==> src/rtl/seq_chunk_alu_pkg.sv <==
// Shared opcodes, FSM states and opcode helpers for the chunked sequential ALU.
package seq_alu_pkg;

    localparam logic [2:0] OP_AND = 3'b000;
    localparam logic [2:0] OP_OR  = 3'b001;
    localparam logic [2:0] OP_ADD = 3'b010;
    localparam logic [2:0] OP_SUB = 3'b110;
    localparam logic [2:0] OP_SLT = 3'b111;

    typedef logic [0:0] state_t;
    localparam state_t IDLE = 1'b0;
    localparam state_t RUN  = 1'b1;

    // SUB and SLT both run the adder as A + ~B + 1.
    function automatic logic op_is_sub(input logic [2:0] op);
        return (op == OP_SUB) || (op == OP_SLT);
    endfunction

endpackage

==> src/rtl/seq_chunk_alu_chunk.sv <==
// One CHUNK-wide slice: bitwise AND/OR plus a ripple adder with optional B inversion.
module alu_chunk #(
    parameter int CHUNK = 8
) (
    input  logic [CHUNK-1:0] a,
    input  logic [CHUNK-1:0] b,
    input  logic             bin,
    input  logic             cin,
    output logic [CHUNK-1:0] and_o,
    output logic [CHUNK-1:0] or_o,
    output logic [CHUNK-1:0] sum_o,
    output logic             cout,
    output logic             c_msb_in
);

    logic [CHUNK-1:0] bx;
    logic [CHUNK:0]   c;

    always_comb begin
        bx    = b ^ {CHUNK{bin}};
        c     = '0;
        sum_o = '0;
        c[0]  = cin;
        for (int i = 0; i < CHUNK; i++) begin
            sum_o[i] = a[i] ^ bx[i] ^ c[i];
            c[i+1]   = (a[i] & bx[i]) | (c[i] & (a[i] ^ bx[i]));
        end
    end

    assign and_o    = a & b;
    assign or_o     = a | b;
    assign cout     = c[CHUNK];
    // Carry into the slice's top bit; on the last chunk this feeds signed overflow.
    assign c_msb_in = c[CHUNK-1];

endmodule

==> src/rtl/seq_chunk_alu.sv <==
// Multi-cycle ALU: one CHUNK-wide slice reused NCHUNK times, start/busy/done handshake.
module seq_chunk_alu
    import seq_alu_pkg::*;
#(
    parameter int WIDTH = 32,
    parameter int CHUNK = 8
) (
    input  logic             clk,
    input  logic             rst_n,
    input  logic             start,
    input  logic [2:0]       op,
    input  logic [WIDTH-1:0] dataA,
    input  logic [WIDTH-1:0] dataB,
    output logic             busy,
    output logic             done,
    output logic [WIDTH-1:0] result,
    output logic             zero,
    output logic             overflow,
    output logic             cout
);

    localparam int NCHUNK = WIDTH / CHUNK;
    localparam int IDXW   = (NCHUNK > 1) ? $clog2(NCHUNK) : 1;
    localparam logic [IDXW-1:0] LAST = IDXW'(NCHUNK - 1);

    if ((CHUNK < 1) || (WIDTH < 2) || ((WIDTH % CHUNK) != 0)) begin : g_bad_params
        $error("seq_chunk_alu: CHUNK must divide WIDTH and WIDTH must be >= 2");
    end

    state_t           state_q, state_d;
    logic [IDXW-1:0]  idx_q, idx_d;
    logic [2:0]       op_q, op_d;
    logic [WIDTH-1:0] a_q, a_d, b_q, b_d;
    logic             carry_q, carry_d;
    logic [WIDTH-1:0] acc_q, acc_d;
    logic             done_q, done_d;
    logic [WIDTH-1:0] result_q, result_d;
    logic             zero_q, zero_d;
    logic             ovf_q, ovf_d;
    logic             cout_q, cout_d;

    logic [CHUNK-1:0] ch_a, ch_b, ch_and, ch_or, ch_sum, ch_res;
    logic             ch_cout, ch_cmsb;

    assign ch_a = a_q[int'(idx_q)*CHUNK +: CHUNK];
    assign ch_b = b_q[int'(idx_q)*CHUNK +: CHUNK];

    alu_chunk #(.CHUNK(CHUNK)) u_chunk (
        .a       (ch_a),
        .b       (ch_b),
        .bin     (op_is_sub(op_q)),
        .cin     (carry_q),
        .and_o   (ch_and),
        .or_o    (ch_or),
        .sum_o   (ch_sum),
        .cout    (ch_cout),
        .c_msb_in(ch_cmsb)
    );

    always_comb begin
        case (op_q)
            OP_AND:  ch_res = ch_and;
            OP_OR:   ch_res = ch_or;
            default: ch_res = ch_sum;
        endcase
    end

    always_comb begin
        state_d  = state_q;
        idx_d    = idx_q;
        op_d     = op_q;
        a_d      = a_q;
        b_d      = b_q;
        carry_d  = carry_q;
        acc_d    = acc_q;
        done_d   = 1'b0;
        result_d = result_q;
        zero_d   = zero_q;
        ovf_d    = ovf_q;
        cout_d   = cout_q;
        if (state_q == IDLE) begin
            if (start) begin
                state_d = RUN;
                a_d     = dataA;
                b_d     = dataB;
                op_d    = op;
                idx_d   = '0;
                carry_d = op_is_sub(op);
            end
        end else begin
            acc_d[int'(idx_q)*CHUNK +: CHUNK] = ch_res;
            carry_d = ch_cout;
            idx_d   = idx_q + IDXW'(1);
            if (idx_q == LAST) begin
                state_d = IDLE;
                idx_d   = '0;
                done_d  = 1'b1;
                ovf_d   = ch_cmsb ^ ch_cout;
                cout_d  = 1'b0;
                case (op_q)
                    OP_AND, OP_OR: begin
                        result_d = acc_d;
                        ovf_d    = 1'b0;
                    end
                    OP_ADD, OP_SUB: begin
                        result_d = acc_d;
                        cout_d   = ch_cout;
                    end
                    // Signed less-than: sum sign corrected by overflow.
                    OP_SLT:  result_d = WIDTH'(acc_d[WIDTH-1] ^ ovf_d);
                    default: begin
                        result_d = '0;
                        ovf_d    = 1'b0;
                    end
                endcase
                zero_d = (result_d == '0);
            end
        end
    end

    always_ff @(posedge clk or negedge rst_n) begin
        if (!rst_n) begin
            state_q  <= IDLE;
            idx_q    <= '0;
            op_q     <= '0;
            a_q      <= '0;
            b_q      <= '0;
            carry_q  <= 1'b0;
            acc_q    <= '0;
            done_q   <= 1'b0;
            result_q <= '0;
            zero_q   <= 1'b0;
            ovf_q    <= 1'b0;
            cout_q   <= 1'b0;
        end else begin
            state_q  <= state_d;
            idx_q    <= idx_d;
            op_q     <= op_d;
            a_q      <= a_d;
            b_q      <= b_d;
            carry_q  <= carry_d;
            acc_q    <= acc_d;
            done_q   <= done_d;
            result_q <= result_d;
            zero_q   <= zero_d;
            ovf_q    <= ovf_d;
            cout_q   <= cout_d;
        end
    end

    assign busy     = (state_q == RUN);
    assign done     = done_q;
    assign result   = result_q;
    assign zero     = zero_q;
    assign overflow = ovf_q;
    assign cout     = cout_q;

endmodule

==> config.mk <==
export PLATFORM = sky130hd
export DESIGN_NAME = seq_chunk_alu
export DESIGN_NICKNAME = d
export VERILOG_FILES = /design/src/rtl/seq_chunk_alu_pkg.sv /design/src/rtl/seq_chunk_alu_chunk.sv /design/src/rtl/seq_chunk_alu.sv
export SDC_FILE = /design/constraint.sdc
export NUM_CORES = 1
export LEC_CHECK = 0
export ABC_AREA = 1
export BUFFER_PORTS_ARGS = -buffer_cell sky130_fd_sc_hd__buf_4
export CORE_AREA = 2 2 130 132
export CTS_CLUSTER_SIZE = 30
export DETAILED_ROUTE_END_ITERATION = 12
export DIE_AREA = 0 0 132 134
export GPL_ROUTABILITY_DRIVEN = 0
export GPL_TIMING_DRIVEN = 0
export PLACE_DENSITY = 0.6
export SLEW_MARGIN = 20
export SYNTH_ARGS = -nofsm -noshare
export SYNTH_HDL_FRONTEND = slang
export SYNTH_SLANG_ARGS = --single-unit
export TNS_END_PERCENT = 50
==> constraint.sdc <==
create_clock -name clk -period 7 [get_ports clk]
set_clock_uncertainty 0.05 [all_clocks]
set_input_delay 0.35 -clock clk [delete_from_list [all_inputs] [get_ports clk]]
set_output_delay 0.35 -clock clk [all_outputs]
set_load 0.05 [all_outputs]
==> impl_results.md, run 1 <==
* Critical Path Start Type: register
* Synth Cell Area at 7015 µm²
* Hold path start: dataA[6]
* Critical R2R Launch: idx_q[1]
* Final Hold Viols at 0
* Max-slew violation count at 0
* Clock-pin slew on the worst setup and hold paths at 0.06 ns
* Vias in the first global route at 6,136
* Remaining antenna violation count at 0
* Fill count at 1,622
* Fmax at 0.1757 GHz
* All-Layer GR Usage at 23.42%
* Critical path endpoint category: register
* Grt ovf at 0
* Area Overhead vs Synth at 24.95%
* Routed WL at 19.68 mm
* Share of cells above drive strength 1 at 16.03%
* Total number of vias at 6,267
* Sequential share of the synthesized area at 49.58%
* Via-per-instance ratio at 4.919
* Yosys cell types at 30
* Required time worst endpoint at 7.27 ns
* Number of synthesized register bits at 139
* CTS tree: built
* Min Tclk post-route at 5.691 ns
* Final #Nets at 1,126
* Internal reg-to-reg setup slack at 1.31 ns
* Commonest non-fill, non-tap cell in the layout: nand2_1
* Setup TNS at 0 ns
* Clock buffer depth at 2
* # rows at 47
* DR iter-0 viols at 403
* Pwr/cell area at 604.1 nW/µm²
* Largest net degree at the start of global routing at 78
* Met2 Routed Length at 9.246 mm
* Yosys warns at 0
* Final Core Density at 53.81%
* Final std cells w/o fill at 1,274
* DR top layer: met4
* CP Class: register to register
* Max-Cap Viols at 0
* Number of buffers created by CTS at 17
* Antenna Diode Count at 0
* Post-DP HPWL at 14.64 mm
* CP max FO at 10
* Die area at 17,690 µm²
* Net count after synthesis at 999
* Mapped Cells at 915
* RSZ-0062 raised after global routing: no
* Routed met3 length at 1.016 mm
* Initial antenna violation count at 0
* Core Region at 16,290 µm²
* Clk_lat worst skew at 0.43 ns
* Worst Path Arrival at 5.96 ns
* CTS H-tree depth at 4
* First-pass GRT wire length at 32.01 mm
* R2r worst-path depth at 26
* Leak at 4.595 nW
* Final worst path period share at 81.30%
* Most frequent cells in the layout: nand2_1, dfrtp_1, buf_4, nand3_1, nor2_1
* Cell total after placement at 1,242
* Initial core utilization at 43.07%
* Largest cells by area after synthesis: dfrtp_1, nand2_1, nand3_1
* Status: finished, final reports clean
* Met1 wire length at 8.641 mm
* # DRC at 0
* Worst-Margin Slew at 0.5839 ns
* CTS sink cnt at 139
* Die height at 134 µm
* Peak supply drop at 326.7 µV
* Yosys top cell area share at 49.58%
* Rel. slew slack at 61.07%
* Crit path launch: idx_q[1]
* Die X-Extent at 132 µm
* Wire per inst at 15.44 µm
* Worst Hold Class: input pin to register
* Syn_area_per_cell at 7.667 µm²
* Setup Viol. Count Final at 0
* Ports at 107
* IO Port Bufs at 106
* Yosys top cell by area: dfrtp_1
* First-pass iteration count of the detailed router at 5
* WHS Path Cells at 3
* Clk root buf: clkbuf_16
[report_power, final]
group          total, mW  switching (mW)  leakage, nW  internal [mW]
Combinational       2.94            2.00         2.52          0.932
Clock              0.970           0.349        0.308          0.621
Sequential          1.39           0.212         1.77           1.18
[cells in the mapped netlist]
cell / count
nand2_1: 468
dfrtp_1: 139
nand3_1: 55
nor2_1: 46
o21ai_0: 40
a31oi_1: 26
clkbuf_1: 26
inv_1: 25
nand4_1: 16
buf_1: 8
fa_1: 8
nand3_2: 8
xor2_1: 7
buf_6: 6
ha_1: 6
o21ai_1: 6
clkinv_1: 4
nand2_2: 4
buf_2: 3
buf_4: 2
inv_4: 2
xnor2_1: 2
a22oi_1: 1
inv_2: 1
nor2_2: 1
nor2_4: 1
nor3_2: 1
nor4_4: 1
o31ai_1: 1
or2_2: 1
[sequential cells by signal, summed over array words and instances, names as in the netlist, 2 cells and up]
| register | cells |
|---|---|
| b_q | 32 |
| a_q | 32 |
| result | 32 |
| acc_q | 32 |
| idx_q | 2 |
| op_q | 3 |
[cell type report]
cell class	instances	area [µm²]	share of cell area, %
clock buffers	20	466.7	5.324
plain buffers	45	225.2	2.569
well taps	220	275.3	3.140
inverters	32	125.1	1.427
clock inverters	11	167.7	1.913
flip-flops and latches	139	3478	39.68
multi-input cells	699	3187	36.35
repair buffers	108	840.8	9.592
[stage by stage]
step | hold slack (ns) | total power, mW | setup slack, ns | area (µm²)
6_report | 0.05643 | 5.295 | 1.309 | 8766
5_1_grt | 0.05954 | 5.728 | 0.9424 | 8766
4_1_cts | 0.04957 | 5.304 | 1.349 | 8766
3_5_place_dp | 0.2757 | 4.317 | 1.368 | 8122
3_3_place_gp | 0.4152 | 4.275 | 1.411 | 8087
2_1_floorplan | 0.004409 | 3.447 | 2.058 | 7015
[kinds of logic (layout without fill, tap and decap cells)]
family,Yosys count,count (layout),share of synthesized area (%)
buf+inv,77,216,4.993
simple gates,602,602,35.13
compound gates,74,74,5.814
fa+ha+maj,14,14,3.353
xor+xnor,9,9,1.124
flops,139,139,49.58
[final timing paths]
path                               to
setup / recovery                 zero
hold reg to reg             result[4]
hold / removal                 a_q[6]
max in group asynchronous     b_q[13]
setup reg to reg                 zero
min in group asynchronous  result[18]
[per-layer routing]
| layer | global-route usage, % | up-vias |
|---|---|---|
| met4 | 11.96 | 0 |
| met5 | 0 | - |
| met2 | 38.48 | 187 |
| li1 | - | 3169 |
| met1 | 29.69 | 2864 |
| met3 | 4.497 | 47 |
[what timing repair did]
| action | in CTS | in global routing |
|---|---|---|
| endpoints found under the setup margin | 0 | 0 |
| setup buffers | 0 | 0 |
| resized for setup | 0 | 0 |
| hold endpoints to repair | 62 | 0 |
| hold buffers | 1 | 0 |
[worst max-delay path, stage by stage, from the launching register on]
cell and delay, ns:
dfrtp_1 0.42, buf_6 0.17, buf_2 0.27, nand3_1 0.20
nand2_1 0.15, xor2_1 0.09, fa_1 0.41, fa_1 0.41
fa_1 0.41, fa_1 0.37, inv_1 0.07, fa_1 0.16
inv_1 0.05, fa_1 0.39, fa_1 0.44, fa_1 0.50
nand2_1 0.06, nand3_2 0.15, nand4_1 0.18, nand2_1 0.16
nand2_1 0.11, nand2_1 0.10, nor2_1 0.04, nand2_1 0.05
nor2_1 0.04, nand2_1 0.07, nand2_1 0.05
No activity file was read; power rests on OpenSTA's default activity.
==> run 2, diff against run 1 <==
==> constraint.sdc (replaced) <==
create_clock -name clk -period 5.7 [get_ports clk]
set_clock_uncertainty 0.05 [all_clocks]
set_input_delay 0.285 -clock clk [delete_from_list [all_inputs] [get_ports clk]]
set_output_delay 0.285 -clock clk [all_outputs]
set_load 0.05 [all_outputs]
==> impl_results.md, run 2 (synthesis gave the netlist of run 1 again) <==
* Critical Path Start Type: register
* Grt ovf at 0
* Max-Cap Viols at 0
* Routed WL at 20.10 mm
* Remaining antenna violation count at 0
* Final std cells w/o fill at 1,313
* Clock buffer depth at 2
* CTS sink cnt at 139
* # rows at 47
* Vias in the first global route at 6,265
* Final #Nets at 1,165
* Max incr delay on CP at 0.48 ns
* Clk_lat worst skew at 0.43 ns
* Worst Hold Class: input pin to register
* Worst Path Arrival at 5.64 ns
* # DRC at 0
* Pwr/cell area at 720.1 nW/µm²
* Share of cells above drive strength 1 at 16.83%
* Wire per inst at 15.31 µm
* Fmax at 0.1864 GHz
* Critical R2R Launch: idx_q[0]
* Part of the power in registers at 25.7%
* Ports at 107
* Pint at 3.439 mW
* Clock-pin slew on the worst setup and hold paths at 0.06 ns
* Die area at 17,690 µm²
* Final worst path period share at 94.10%
* Area Overhead vs Synth at 31.16%
* Status: finished, final reports clean
* Rel. slew slack at 60.38%
* CP top delay family: adder cells
* Leak at 4.769 nW
* Setup Viol. Count Final at 0
* Initial core utilization at 43.07%
* Die height at 134 µm
* CP Class: register to register
* Required time worst endpoint at 5.97 ns
* Cell total after placement at 1,242
* Total number of vias at 6,485
* CTS H-tree depth at 4
* Clk network pwr share at 18.0%
* Crit path launch: idx_q[0]
* CP max-delay cell: fa_1
* Worst-Margin Slew at 0.5942 ns
* Critical path endpoint category: register
* Gate power share at 56.3%
* Most used cell, CP: nand2_1
* Final Hold Viols at 0
* Clk root buf: clkbuf_16
* Switching power at 3.187 mW
* Final Core Density at 56.49%
* Largest net degree at the start of global routing at 78
* Switching share of total power at 48.09%
* DR iter-0 viols at 434
* Number of buffers created by CTS at 17
* Max-slew violation count at 0
* Setup TNS at 0 ns
* Post-DP HPWL at 14.64 mm
* First-pass iteration count of the detailed router at 5
* Peak supply drop at 398.1 µV
* Core Region at 16,290 µm²
* Commonest non-fill, non-tap cell in the layout: nand2_1
* All-Layer GR Usage at 23.71%
* Hold path start: dataA[18]
* IO Port Bufs at 106
* Most frequent cells in the layout: nand2_1, dfrtp_1, buf_4, nand3_1, nor2_1
* CP max FO at 10
* Min Tclk post-route at 5.363 ns
* Antenna Diode Count at 0
* First-pass GRT wire length at 32.40 mm
* CTS tree: built
* Initial antenna violation count at 0
* RSZ-0062 raised after global routing: no
* Die X-Extent at 132 µm
* Worst path buffer plus inverter count at 5
* Via-per-instance ratio at 4.939
run 2: final timing paths:
| path | cells after the start | endpoint | slack [ns] |
|---|---|---|---|
| worst max-delay path | 28 | zero | 0.34 |
| worst min-delay path | 3 | a_q[18] | 0.006 |
| worst max register to register | 28 | zero | 0.34 |
| worst min register to register | 2 | result[4] | 0.43 |
| max in group asynchronous | 3 | b_q[13] | 4.54 |
| min in group asynchronous | 2 | result[18] | 0.33 |
run 2: power groups by stage:
stage               Sequential, mW  Combinational (mW)  Clock (mW)
finish                        1.71                3.73        1.19
global route                  1.76                4.15        1.25
CTS                           1.71                3.62        1.20
detailed placement            1.72                3.58           0
global placement              1.71                3.54           0
floorplan                     2.00                2.24           0
run 2: stage by stage:
step	hold WS [ns]	power (mW)	area, µm²	setup slack, ns
floorplan	-0.06059	4.233	7015	0.7576
global placement	0.4152	5.250	8087	0.1112
detailed placement	0.2107	5.301	8122	0.06809
CTS	0.0006009	6.533	9116	0.04917
global route	0.009442	7.157	9201	0.03696
finish	0.006094	6.626	9201	0.3365
run 2: per-layer routing:
metal,GRT usage [%],vias up,routed length (µm)
met2,39.61,181,9669
met5,0,-,0
met3,4.497,50,904
li1,-,3246,-
met1,29.60,3008,8751
met4,11.96,0,779
run 2: layout make-up:
class	count	area, µm²
flip-flops and latches	139	3478
repair buffers	147	1221
plain buffers	45	239.0
inverters	32	125.1
clock inverters	11	167.7
clock buffers	20	466.7
well taps	220	275.3
multi-input cells	699	3228
fillers	1568	7088
run 2: what timing repair did:
| action | 4_1_cts | 5_1_grt |
|---|---|---|
| buffers inserted | 0 | 4 |
| hold buffers | 36 | 0 |
| gates resized for setup | 0 | 16 |
| hold endpoints to repair | 97 | 0 |
| endpoints found under the setup margin | 0 | 3 |
run 2: worst reg2reg max path, delay by kind of cell, from the launching register on:
kind                     cells  cell delay (ns)
flip-flops                   1             0.42
XOR/XNOR                     1             0.15
AND/OR/NAND/NOR             14             1.26
buffers and inverters        5             0.52
adder cells (fa/ha/maj)      8             2.83
==> run 3, diff against run 2 <==
--- a/config.mk
+++ b/config.mk
@@ -14,6 +14,7 @@
 export GPL_ROUTABILITY_DRIVEN = 0
 export GPL_TIMING_DRIVEN = 0
 export PLACE_DENSITY = 0.6
+export REMOVE_ABC_BUFFERS = 1
 export SLEW_MARGIN = 20
 export SYNTH_ARGS = -nofsm -noshare
 export SYNTH_HDL_FRONTEND = slang
==> impl_results.md, run 3 (synthesis gave the netlist of run 1 again) <==
* Initial core utilization at 43.07%
* Max-Cap Viols at 0
* Max incr delay on CP at 0.58 ns
* CP max-delay cell: dfrtp_4
* Peak supply drop at 355.6 µV
* Vias in the first global route at 5,974
* Wire per inst at 13.89 µm
* Final WS setup at 0.3681 ns
* Pwr/cell area at 706.6 nW/µm²
* Cell total after placement at 1,200
* # rows at 47
* Clk root buf: clkbuf_16
* Largest net degree at the start of global routing at 75
* Final #Nets at 1,130
* Final std cells w/o fill at 1,279
* Critical Path Start Type: register
* Die X-Extent at 132 µm
* Fill count at 1,622
* DP Area at 7969 µm²
* Clk_lat worst skew at 0.42 ns
* Final worst path period share at 93.54%
* Required time worst endpoint at 6.01 ns
* All-Layer GR Usage at 20.71%
* Met1 wire length at 8.328 mm
* Ports at 107
* Area Overhead vs Synth at 29.34%
* CP max FO at 35
* Number of buffers created by CTS at 17
* Worst Path Arrival at 5.65 ns
* First-pass GRT wire length at 29.26 mm
* Multi-input logic area at 3222 µm²
* Share of cells above drive strength 1 at 16.90%
* Post-route cell area at 9074 µm²
* CTS H-tree depth at 4
* Worst-Margin Slew at 1.020 ns
* Met2 Routed Length at 8.511 mm
* Critical path endpoint category: register
* Routed met3 length at 707 µm
* CTS sink cnt at 139
* Pre-CTS WS at -0.5175 ns
* Post-DP HPWL at 11.20 mm
* DR top layer: met4
* Worst Hold Class: input pin to register
* Most frequent cells in the layout: nand2_1, dfrtp_1, buf_4, nand3_1, nor2_1
* Die height at 134 µm
* Rel. slew slack at 31.91%
* Commonest non-fill, non-tap cell in the layout: nand2_1
* Grt ovf at 0
* RSZ-0062 raised after global routing: no
* Initial antenna violation count at 0
* Die area at 17,690 µm²
* FF/Latch Area at 3487 µm²
* Antenna Diode Count at 0
* Fmax at 0.1876 GHz
* Most used cell, CP: nand2_1
* # DRC at 0
* Core Region at 16,290 µm²
* CP Class: register to register
* Setup Viol. Count Final at 0
* Routed WL at 17.77 mm
* Max-slew violation count at 0
* Clock-pin slew on the worst setup and hold paths at 0.06 ns
* Design Power at 6.412 mW
* Final Hold Viols at 0
* Setup TNS at 0 ns
* Clock buffer depth at 2
* Worst path buffer plus inverter count at 3
* Min Tclk post-route at 5.332 ns
* Remaining antenna violation count at 0
* CP top delay family: adder cells
* CTS tree: built
* Leak at 4.721 nW
* First-pass iteration count of the detailed router at 5
* IO Port Bufs at 106
* DR iter-0 viols at 379
* Via-per-instance ratio at 4.848
* Status: finished, final reports clean
* Total number of vias at 6,201
[run 3: cell count changes in the layout (fill, tap and decap cells not counted), sizes merged]
cell	previous run	this run
clkbuf	47	26
buf	129	119
bufinv	4	2
inv	28	26
clkinv	9	10
clkinvlp	2	1
dlygate4sd3	36	37
[run 3: report_power, final]
| part | switching (mW) | internal (mW) | leakage, nW | total (mW) |
|---|---|---|---|---|
| registers | 0.305 | 1.45 | 1.76 | 1.75 |
| logic | 2.37 | 1.19 | 2.67 | 3.57 |
| clock network | 0.403 | 0.687 | 0.287 | 1.09 |
[run 3: routing by layer]
metal | track usage (%) | vias to the layer above
met4 | 6.461 | 0
met3 | 4.686 | 17
met1 | 26.94 | 2895
li1 | - | 3164
met2 | 34.61 | 125
met5 | 0 | -
[run 3: cell type report]
class	count	area share, %
clock buffers	25	5.461
clock inverters	7	0.9653
inverters	32	1.710
multi-input cells	699	35.51
flip-flops and latches	139	38.43
well taps	220	3.034
repair buffers	157	14.89
[run 3: worst min-delay path, delay by kind of cell]
family / cells / cell delay [ns]
buffers and inverters: 1 / 0.07
and+or+nand+nor: 2 / 0.09
[run 3: through the flow]
stage | utilization, % | hold slack [ns]
CTS | 54.94 | 0.00001038
global placement | 48.26 | 0.4130
floorplan | - | -0.06059
global route | 55.70 | 0.003273
finish | 55.70 | 0.009728
detailed placement | 48.92 | 0.2243
[run 3: worst paths after layout]
kind	from	endpoint	slack, ns	cells past startpoint
min	dataA[6]	a_q[6]	0.01	3
min reg2reg	b_q[3]	b_q[3]	0.42	2
max in group asynchronous	rst_n	idx_q[1]	4.49	3
max reg2reg	idx_q[0]	zero	0.37	26
max	idx_q[0]	zero	0.37	26
min in group asynchronous	rst_n	result[9]	0.36	2
[run 3: repair_timing]
item,in CTS,in global routing
pin swaps,0,3
buffers inserted,1,8
gates cloned,0,1
hold endpoints to repair,101,0
hold buffers,37,0
resized for setup,7,10
endpoints found under the setup margin,9,5
